<file path="src/rtl/j68_pkg.sv">
// j68_pkg: shared encodings for the j68 shift sequencer and ALU control
package j68_pkg;
  localparam logic [2:0] SH_ASL  = 3'd0;
  localparam logic [2:0] SH_ASR  = 3'd1;
  localparam logic [2:0] SH_LSL  = 3'd2;
  localparam logic [2:0] SH_LSR  = 3'd3;
  localparam logic [2:0] SH_ROL  = 3'd4;
  localparam logic [2:0] SH_ROR  = 3'd5;
  localparam logic [2:0] SH_ROXL = 3'd6;
  localparam logic [2:0] SH_ROXR = 3'd7;
  localparam logic [4:0] ALU_LSH = 5'b01000;
  localparam logic [4:0] ALU_RSH = 5'b01100;
  localparam logic [1:0] SZ_B = 2'b00;
  localparam logic [1:0] SZ_W = 2'b01;
  localparam logic [1:0] SZ_L = 2'b10;
  typedef enum logic [1:0] {S_IDLE, S_RUN, S_FIN} seq_state_t;
endpackage

</file>
<file path="src/rtl/j68_shift_flag.sv">
// j68_shift_flag: size-dependent msb taps plus carry-in and shifted-out bit selection
module j68_shift_flag
  import j68_pkg::*;
(
  input  logic [2:0]  op,
  input  logic [1:0]  size,
  input  logic [31:0] val,
  input  logic        xr,
  output logic        msb,
  output logic        nmsb,
  output logic        cin,
  output logic        sout
);
  always_comb begin
    msb  = size == SZ_B ? val[7] : size == SZ_W ? val[15] : val[31];
    nmsb = size == SZ_B ? val[6] : size == SZ_W ? val[14] : val[30];
    sout = op[0] ? val[0] : msb;
    cin  = (op == SH_ASR || op == SH_ROL) ? msb :
           op == SH_ROR ? val[0] :
           (op == SH_ROXL || op == SH_ROXR) ? xr : 1'b0;
  end
endmodule

</file>
<file path="src/rtl/j68_shift_seq.sv">
// j68_shift_seq: steps the shared ALU one bit per enabled clock for 68000 shifts/rotates
module j68_shift_seq
  import j68_pkg::*;
#(
  parameter int CNT_W = 6
) (
  input  logic             clk,
  input  logic             rst_n,
  input  logic             clk_ena,
  input  logic             start,
  input  logic [2:0]       op,
  input  logic [1:0]       size,
  input  logic [CNT_W-1:0] count,
  input  logic [31:0]      operand,
  input  logic             x_in,
  input  logic [31:0]      alu_result,
  output logic             busy,
  output logic [4:0]       alu_c,
  output logic [1:0]       alu_size,
  output logic [15:0]      alu_a,
  output logic [15:0]      alu_b,
  output logic             alu_cin,
  output logic             done,
  output logic [31:0]      result,
  output logic             c_out,
  output logic             x_out,
  output logic             v_out
);
  seq_state_t       state;
  logic [31:0]      opr;
  logic [2:0]       op_r;
  logic [CNT_W-1:0] cnt;
  logic             xr, cr, vs;
  logic             msb, nmsb, cin, sout;

  j68_shift_flag u_flag (
    .op   (op_r),
    .size (alu_size),
    .val  (opr),
    .xr   (xr),
    .msb  (msb),
    .nmsb (nmsb),
    .cin  (cin),
    .sout (sout)
  );

  assign busy    = state != S_IDLE;
  assign done    = state == S_FIN;
  assign alu_a   = opr[15:0];
  assign alu_b   = opr[31:16];
  assign alu_c   = state == S_RUN ? (op_r[0] ? ALU_RSH : ALU_LSH) : 5'b0;
  assign alu_cin = state == S_RUN && cin;
  assign result  = opr;
  assign c_out   = cr;
  assign x_out   = xr;
  assign v_out   = vs;

  always_ff @(posedge clk or negedge rst_n) begin
    if (!rst_n) begin
      state    <= S_IDLE;
      opr      <= '0;
      op_r     <= '0;
      alu_size <= '0;
      cnt      <= '0;
      xr       <= 1'b0;
      cr       <= 1'b0;
      vs       <= 1'b0;
    end else if (clk_ena) begin
      case (state)
        S_IDLE: if (start) begin
          opr      <= operand;
          op_r     <= op;
          alu_size <= size;
          cnt      <= count;
          xr       <= x_in;
          cr       <= (op == SH_ROXL || op == SH_ROXR) && x_in;
          vs       <= 1'b0;
          state    <= count != '0 ? S_RUN : S_FIN;
        end
        S_RUN: begin
          opr <= alu_result;
          cr  <= sout;
          if (op_r != SH_ROL && op_r != SH_ROR) xr <= sout;
          if (op_r == SH_ASL) vs <= vs | (msb ^ nmsb);
          cnt <= cnt - 1'b1;
          if (cnt == CNT_W'(1)) state <= S_FIN;
        end
        default: state <= S_IDLE;
      endcase
    end
  end
endmodule

</file>
<file path="config.mk">
export PLATFORM = sky130hd
export DESIGN_NAME = j68_shift_seq
export DESIGN_NICKNAME = d
export VERILOG_FILES = /design/src/rtl/j68_pkg.sv /design/src/rtl/j68_shift_flag.sv /design/src/rtl/j68_shift_seq.sv
export SDC_FILE = /design/constraint.sdc
export NUM_CORES = 1
export LEC_CHECK = 0
export ABC_AREA = 1
export CELL_PAD_IN_SITES_DETAIL_PLACEMENT = 1
export CELL_PAD_IN_SITES_GLOBAL_PLACEMENT = 1
export CORE_MARGIN = 5
export CORE_UTILIZATION = 26
export DETAILED_ROUTE_END_ITERATION = 6
export PLACE_DENSITY = 0.87
export SETUP_SLACK_MARGIN = 0.4
export SLEW_MARGIN = 40
export SYNTH_ARGS = -nofsm -noshare
export SYNTH_HDL_FRONTEND = slang
export SYNTH_SLANG_ARGS = --single-unit
</file>
<file path="constraint.sdc">
create_clock -name clk -period 1.88 [get_ports clk]
set_clock_uncertainty 0.05 [all_clocks]
set_input_delay 0.47 -clock clk [delete_from_list [all_inputs] [get_ports clk]]
set_output_delay 0.47 -clock clk [all_outputs]
set_load 0.02 [all_outputs]
</file>
# Word level (Yosys, flattened, before mapping)
# Index checks and enable logic that the tools add are counted.
[totals] word_cells=71 regBits=48 inputBits=80 output_inout_bits=77
[op_classes] bitwise_logic=2 n_eq_ne=17 addsub=1 n_mux=26 reduce_logical=17
[ops] operator="case mux 32 bit (2 select lines)" n=1
[ops] operator="two-way mux 32 bit" n=1
[ops] operator="== test 3 bit (second input constant)" n=6
[ops] operator="two-way mux 1 bit" n=13
[ops] operator="case mux 6 bit (2 select lines)" n=1
[ops] operator="AND reduction 3 bit" n=3
[ops] operator="AND reduction 4 bit" n=2
[ops] operator="== test 6 x 1 -> 1 bit (second input constant)" n=1
[ops] operator="two-way mux 2 bit" n=3
[ops] operator="two-way mux 6 bit" n=1
[ops] operator="!= test 2 x 1 -> 1 bit (second input constant)" n=3
[ops] operator="!= test 3 bit (second input constant)" n=2
[ops] operator="case mux 1 bit (2 select lines)" n=3
[ops] operator="nonzero test 6 bit" n=1
[ops] operator="subtractor 6 x 1 -> 6 bit (second input constant)" n=1
[ops] operator="== test 2 x 1 -> 1 bit (second input constant)" n=2
[ops] operator="logical NOT 2 bit" n=2
[ops] operator="two-way mux 4 bit" n=1
[ops] operator="case mux 2 bit (2 select lines)" n=1
[ops] operator="nonzero test 2 bit" n=2
[ops] operator="== test 3 x 1 -> 1 bit (second input constant)" n=1
[ops] operator="logical AND 1 bit" n=3
[ops] operator="logical NOT 3 bit" n=1
[ops] operator="logical OR 1 bit" n=3
[ops] operator="other kinds (5)" n=5

# Longest topological paths before layout
[depth] depth_word=7 mapped_depth=7 depth_no_buf=7

# Cells and area by module
# A second synthesis with hierarchy kept.
[hier_totals] hier_cells=365 hier_area_um2=2798.9
[modules_own_cells] mod="j68_shift_seq" n_inst=1 area_per_inst_um2=2698.8 cells_per_inst=342 seq_area_each_um2=1201.2
[modules_own_cells] mod="j68_shift_flag" n_inst=1 area_per_inst_um2=100.1 cells_per_inst=23 seq_area_each_um2=0.0

# Worst setup path before layout
# OpenSTA, ideal clock, no wires.
[synth_timing] path_type="reg-to-output" from="reg state[1]" to="out alu_cin" path_slack_ps=28 t_required_ps=1360 stages_incl_launch_ff=7 t_arrival_ps=1332 n_path_buf=1 cell_sequence="dfrtp_1 inv_2 nand2_4 inv_2 buf_2 o21ai_0 a21oi_1"
[synth_via] elab_chain_len=2
[synth_rtl] element="start, declared" line="j68_shift_seq.sv:29" text="seq_state_t state;"
[synth_rtl] element="start signal, assigned" line="j68_shift_seq.sv:78" text="state <= count != '0 ? S_RUN : S_FIN;"
[synth_rtl] element="== test 2 x 1 -> 1 bit" line="j68_shift_seq.sv:52" text="assign alu_cin = state == S_RUN && cin;"
[synth_rtl] element="logical AND 1 bit" line="j68_shift_seq.sv:52"
[synth_rtl] element="end, declared" line="j68_shift_seq.sv:22" text="output logic alu_cin,"
# Every way passes these cells.

# Worst setup path after layout
[layout_timing] from="reg op_r[1]" to="out alu_cin"
[layout_via] elab_chain_len=6 elab_cells_between_ends=11 cone_classes="eq/ne (5); mux (3); reduce/logical (3)"
[layout_rtl] element="start, declared" line="j68_shift_seq.sv:31" text="logic [2:0] op_r;"
[layout_rtl] element="start signal, assigned" line="j68_shift_seq.sv:72" text="op_r <= op;"
[layout_rtl] element="== test 3 bit" line="j68_shift_flag.sv:20" text="(op == SH_ROXL || op == SH_ROXR) ? xr : 1'b0;"
[layout_rtl] element="logical OR 1 bit" line="j68_shift_flag.sv:20"
[layout_rtl] element="two-way mux 1 bit" line="j68_shift_flag.sv:20"
[layout_rtl] element="two-way mux 1 bit" line="j68_shift_flag.sv:19" text="op == SH_ROR ? val[0] :"
[layout_rtl] element="two-way mux 1 bit *" line="j68_shift_flag.sv:18" text="cin = (op == SH_ASR || op == SH_ROL) ? msb :"
[layout_rtl] element="logical AND 1 bit *" line="j68_shift_seq.sv:52"
# Every way passes the cells marked *; elsewhere a longest branch is shown, timed or not.

==> results_dict.tcl <==
set metrics [dict create \
    run_status "finished with violations" \
    failing_checks "setup timing" \
    number_of_hold_violations_in_the_final_report 0 \
    layout_commonest_cell "sky130_fd_sc_hd__nand2_1" \
    worst_setup_hold_path_clk_slew_ns 0.09 \
    netlist-cell-type-count 25 \
    drc 0 \
    detail_route.wirelength_um 13700 \
    hold_ws_ns 0.105 \
    first_pass_iters 4 \
    floorplan.io_pins 157 \
    place_area_sq_um 4430 \
    cts_max_level 2 \
    worstPathMaxFanout 2 \
    antenna_cells_inserted 0 \
    grt_first_pass_wirelength_um 19800 \
    synthXorXnorAreaFrac 0 \
    cap_viol_max_count 0 \
    syn_inst 358 \
    setup_viol 1 \
    ys_seq_elements 48 \
    synthesis.area_sq_um 2750 \
    largest_net_degree_at_the_start_of_global_routing 49 \
    async_flop_share 1.00 \
    placement_rows 37 \
    clock_root_buffer_master "sky130_fd_sc_hd__clkbuf_8" \
    drive_above_1_share 0.502 \
    critical-path-max-stage-delay_ns 0.42 \
    cp-end-kind "output pin" \
    worst_ir_drop_vdd_mv 1.16 \
    synth_seq_area_share 0.437 \
    floorplan.initialDensity 0.267 \
    dieWidth_um 113 \
    clock_insertion_delay_worst_skew_ns 0.30 \
    route.detailed.wl_per_inst_um 19.9 \
    gp_routability_congestion 0.804 \
    rsz0062_at_grt "yes" \
    drt_first_iter_violations 90 \
    preCtsSetupSlack_ns -0.276 \
    drv_slew 0 \
    setup-tns-final_ns -0.112 \
    global_route.usage.total 0.196 \
    finalCritPeriodShare 1.06 \
    place.detailed.hpwl_um 8170 \
    crit_type "reg2out" \
    cts_buffer_depth 2 \
    predominant_post_synthesis_flop_cell "sky130_fd_sc_hd__dfrtp_1" \
    yosys.area_share.adder 0.00910 \
    fillerInstances 1175 \
    cts_tree "yes" \
    required_ns 1.36 \
    layout.cell_area.non_filler_sq_um 5820 \
    leakage_nw 2.54 \
    timing.critical_path.from_type "flop" \
    crit_path_frequent_cell "sky130_fd_sc_hd__nand2_2" \
    detailroute.via_count 3284 \
    dieHeight_um 113 \
    post-layout-total-power_mw 10.5 \
    antenna_violations_before_repair 0 \
    non_filler_cells_final 692 \
    max_freq_mhz 502 \
    cts_buffers 5 \
    crit_chain "inv_2 -> nand2_2 -> nand2_2 -> o21ai_2 -> buf_4 -> a21oi_4 -> buf_6" \
    placeableCoreArea_sq_um 10300 \
    port-buffer-count 153 \
    postRouteAntennaNets 0 \
    synth_top_family_by_area "simple AND/OR/NAND/NOR gates" \
    dp_cells 629 \
    full_die_area_sq_um 12700 \
    synth_enable_flop_cells 0 \
    synth.avg_cell_area_sq_um 7.69 \
    p_per_area_nw_per_um2 1800 \
    worst_slack_ns -0.112 \
    yosys-mux-area-fraction 0 \
    min_period_ns 1.99 \
    slowest_stage_cell_crit_path "sky130_fd_sc_hd__dfrtp_1" \
    design.final.nets 637 \
    layout.cells.most_common_list "sky130_fd_sc_hd__nand2_1, sky130_fd_sc_hd__clkdlybuf4s50_1, sky130_fd_sc_hd__buf_6, sky130_fd_sc_hd__buf_2, sky130_fd_sc_hd__dfrtp_1" \
    compound_gate_portion_of_the_synthesized_area 0.142 \
    final_core_util 0.564 \
    avgViaCountPerCell 4.75 \
    worst-endpoint-arrival_ns 1.47 \
    grt_pass1_vias 3684 \
    ys_warn_count 0 \
    timing.hold.worst.class "in2async" \
    tritoncts_num_sinks 48 \
    areaGrowthSynthToFinish_pct 112 \
    global_route.overflow_total 0 \
    synth_simple_gate_area_share 0.247 \
]
cell type report:
class | count | area [sq um] | share of cell area
inverters | 25 | 96.3 | 0.0165
multi-input cells | 235 | 1850 | 0.317
flip-flops and latches | 48 | 1210 | 0.207
repair buffers | 240 | 2400 | 0.413
clock buffers | 8 | 100 | 0.0172
well taps | 136 | 170 | 0.0292
critical path: cells and delay by family (launching register included):
family / cells / cell delay, ns
buf+inv: 3 / 0.37
compound gates: 2 / 0.21
simple gates: 2 / 0.15
flops: 1 / 0.42
sequential cells by signal, indices dropped and copies added (netlist names):
| signal | count |
|---|---|
| c_out | 1 |
| x_out | 1 |
| alu_size | 2 |
| v_out | 1 |
| op_r | 3 |
| result | 32 |
| cnt | 6 |
| state | 2 |
synth_stat cells, types with 3 or more instances:
library cell | n | share of area
sky130_fd_sc_hd__nand3_1 | 11 | 0.020
sky130_fd_sc_hd__o21ai_0 | 18 | 0.033
sky130_fd_sc_hd__nor2_1 | 48 | 0.065
sky130_fd_sc_hd__dfrtp_1 | 48 | 0.44
sky130_fd_sc_hd__inv_1 | 21 | 0.029
sky130_fd_sc_hd__inv_2 | 4 | 0.0055
sky130_fd_sc_hd__buf_4 | 35 | 0.095
sky130_fd_sc_hd__buf_2 | 12 | 0.022
sky130_fd_sc_hd__a31oi_1 | 32 | 0.073
sky130_fd_sc_hd__a21oi_1 | 10 | 0.018
sky130_fd_sc_hd__nand2_1 | 97 | 0.13
sky130_fd_sc_hd__clkbuf_1 | 3 | 0.0041
layer usage:
metal,global-route usage,vias to the layer above,part of all wire
li1,-,1528,-
met3,0.0305,28,0.051
met2,0.378,113,0.53
met1,0.222,1615,0.39
met4,0.0521,0,0.025
met5,0,-,0
power breakdown:
part           internal [mW]  switching, mW  total, mW
registers               1.55          0.550       2.10
logic                   3.58           4.06       7.65
clock network          0.337          0.377      0.714
timing repair:
action	CTS	global route
endpoints found under the setup margin	93	72
gates cloned	8	2
resized for setup	470	94
pin swaps	41	45
hold buffers	0	0
setup buffers	29	16
cells by family after synthesis:
| group | Yosys count |
|---|---|
| buffers and inverters | 77 |
| AND/OR/NAND/NOR | 164 |
| other | 1 |
| adder cells (fa/ha/maj) | 2 |
| AO/OA/AOI/OAI | 66 |
| flip-flops | 48 |
path summary, 6_finish.rpt:
path                            cells past startpoint     endpoint  startpoint  slack [ns]
min in group clk                                    2       cnt[3]      cnt[3]        0.48
max in group asynchronous                           2  alu_size[0]       rst_n        1.42
worst min-delay path                                2   result[12]       rst_n        0.10
worst min register to register                      2       cnt[3]      cnt[3]        0.48
worst max-delay path                                7      alu_cin     op_r[1]       -0.11
worst max register to register                     11  alu_size[1]    state[1]        0.11
(Power assumes the default switching activity.)
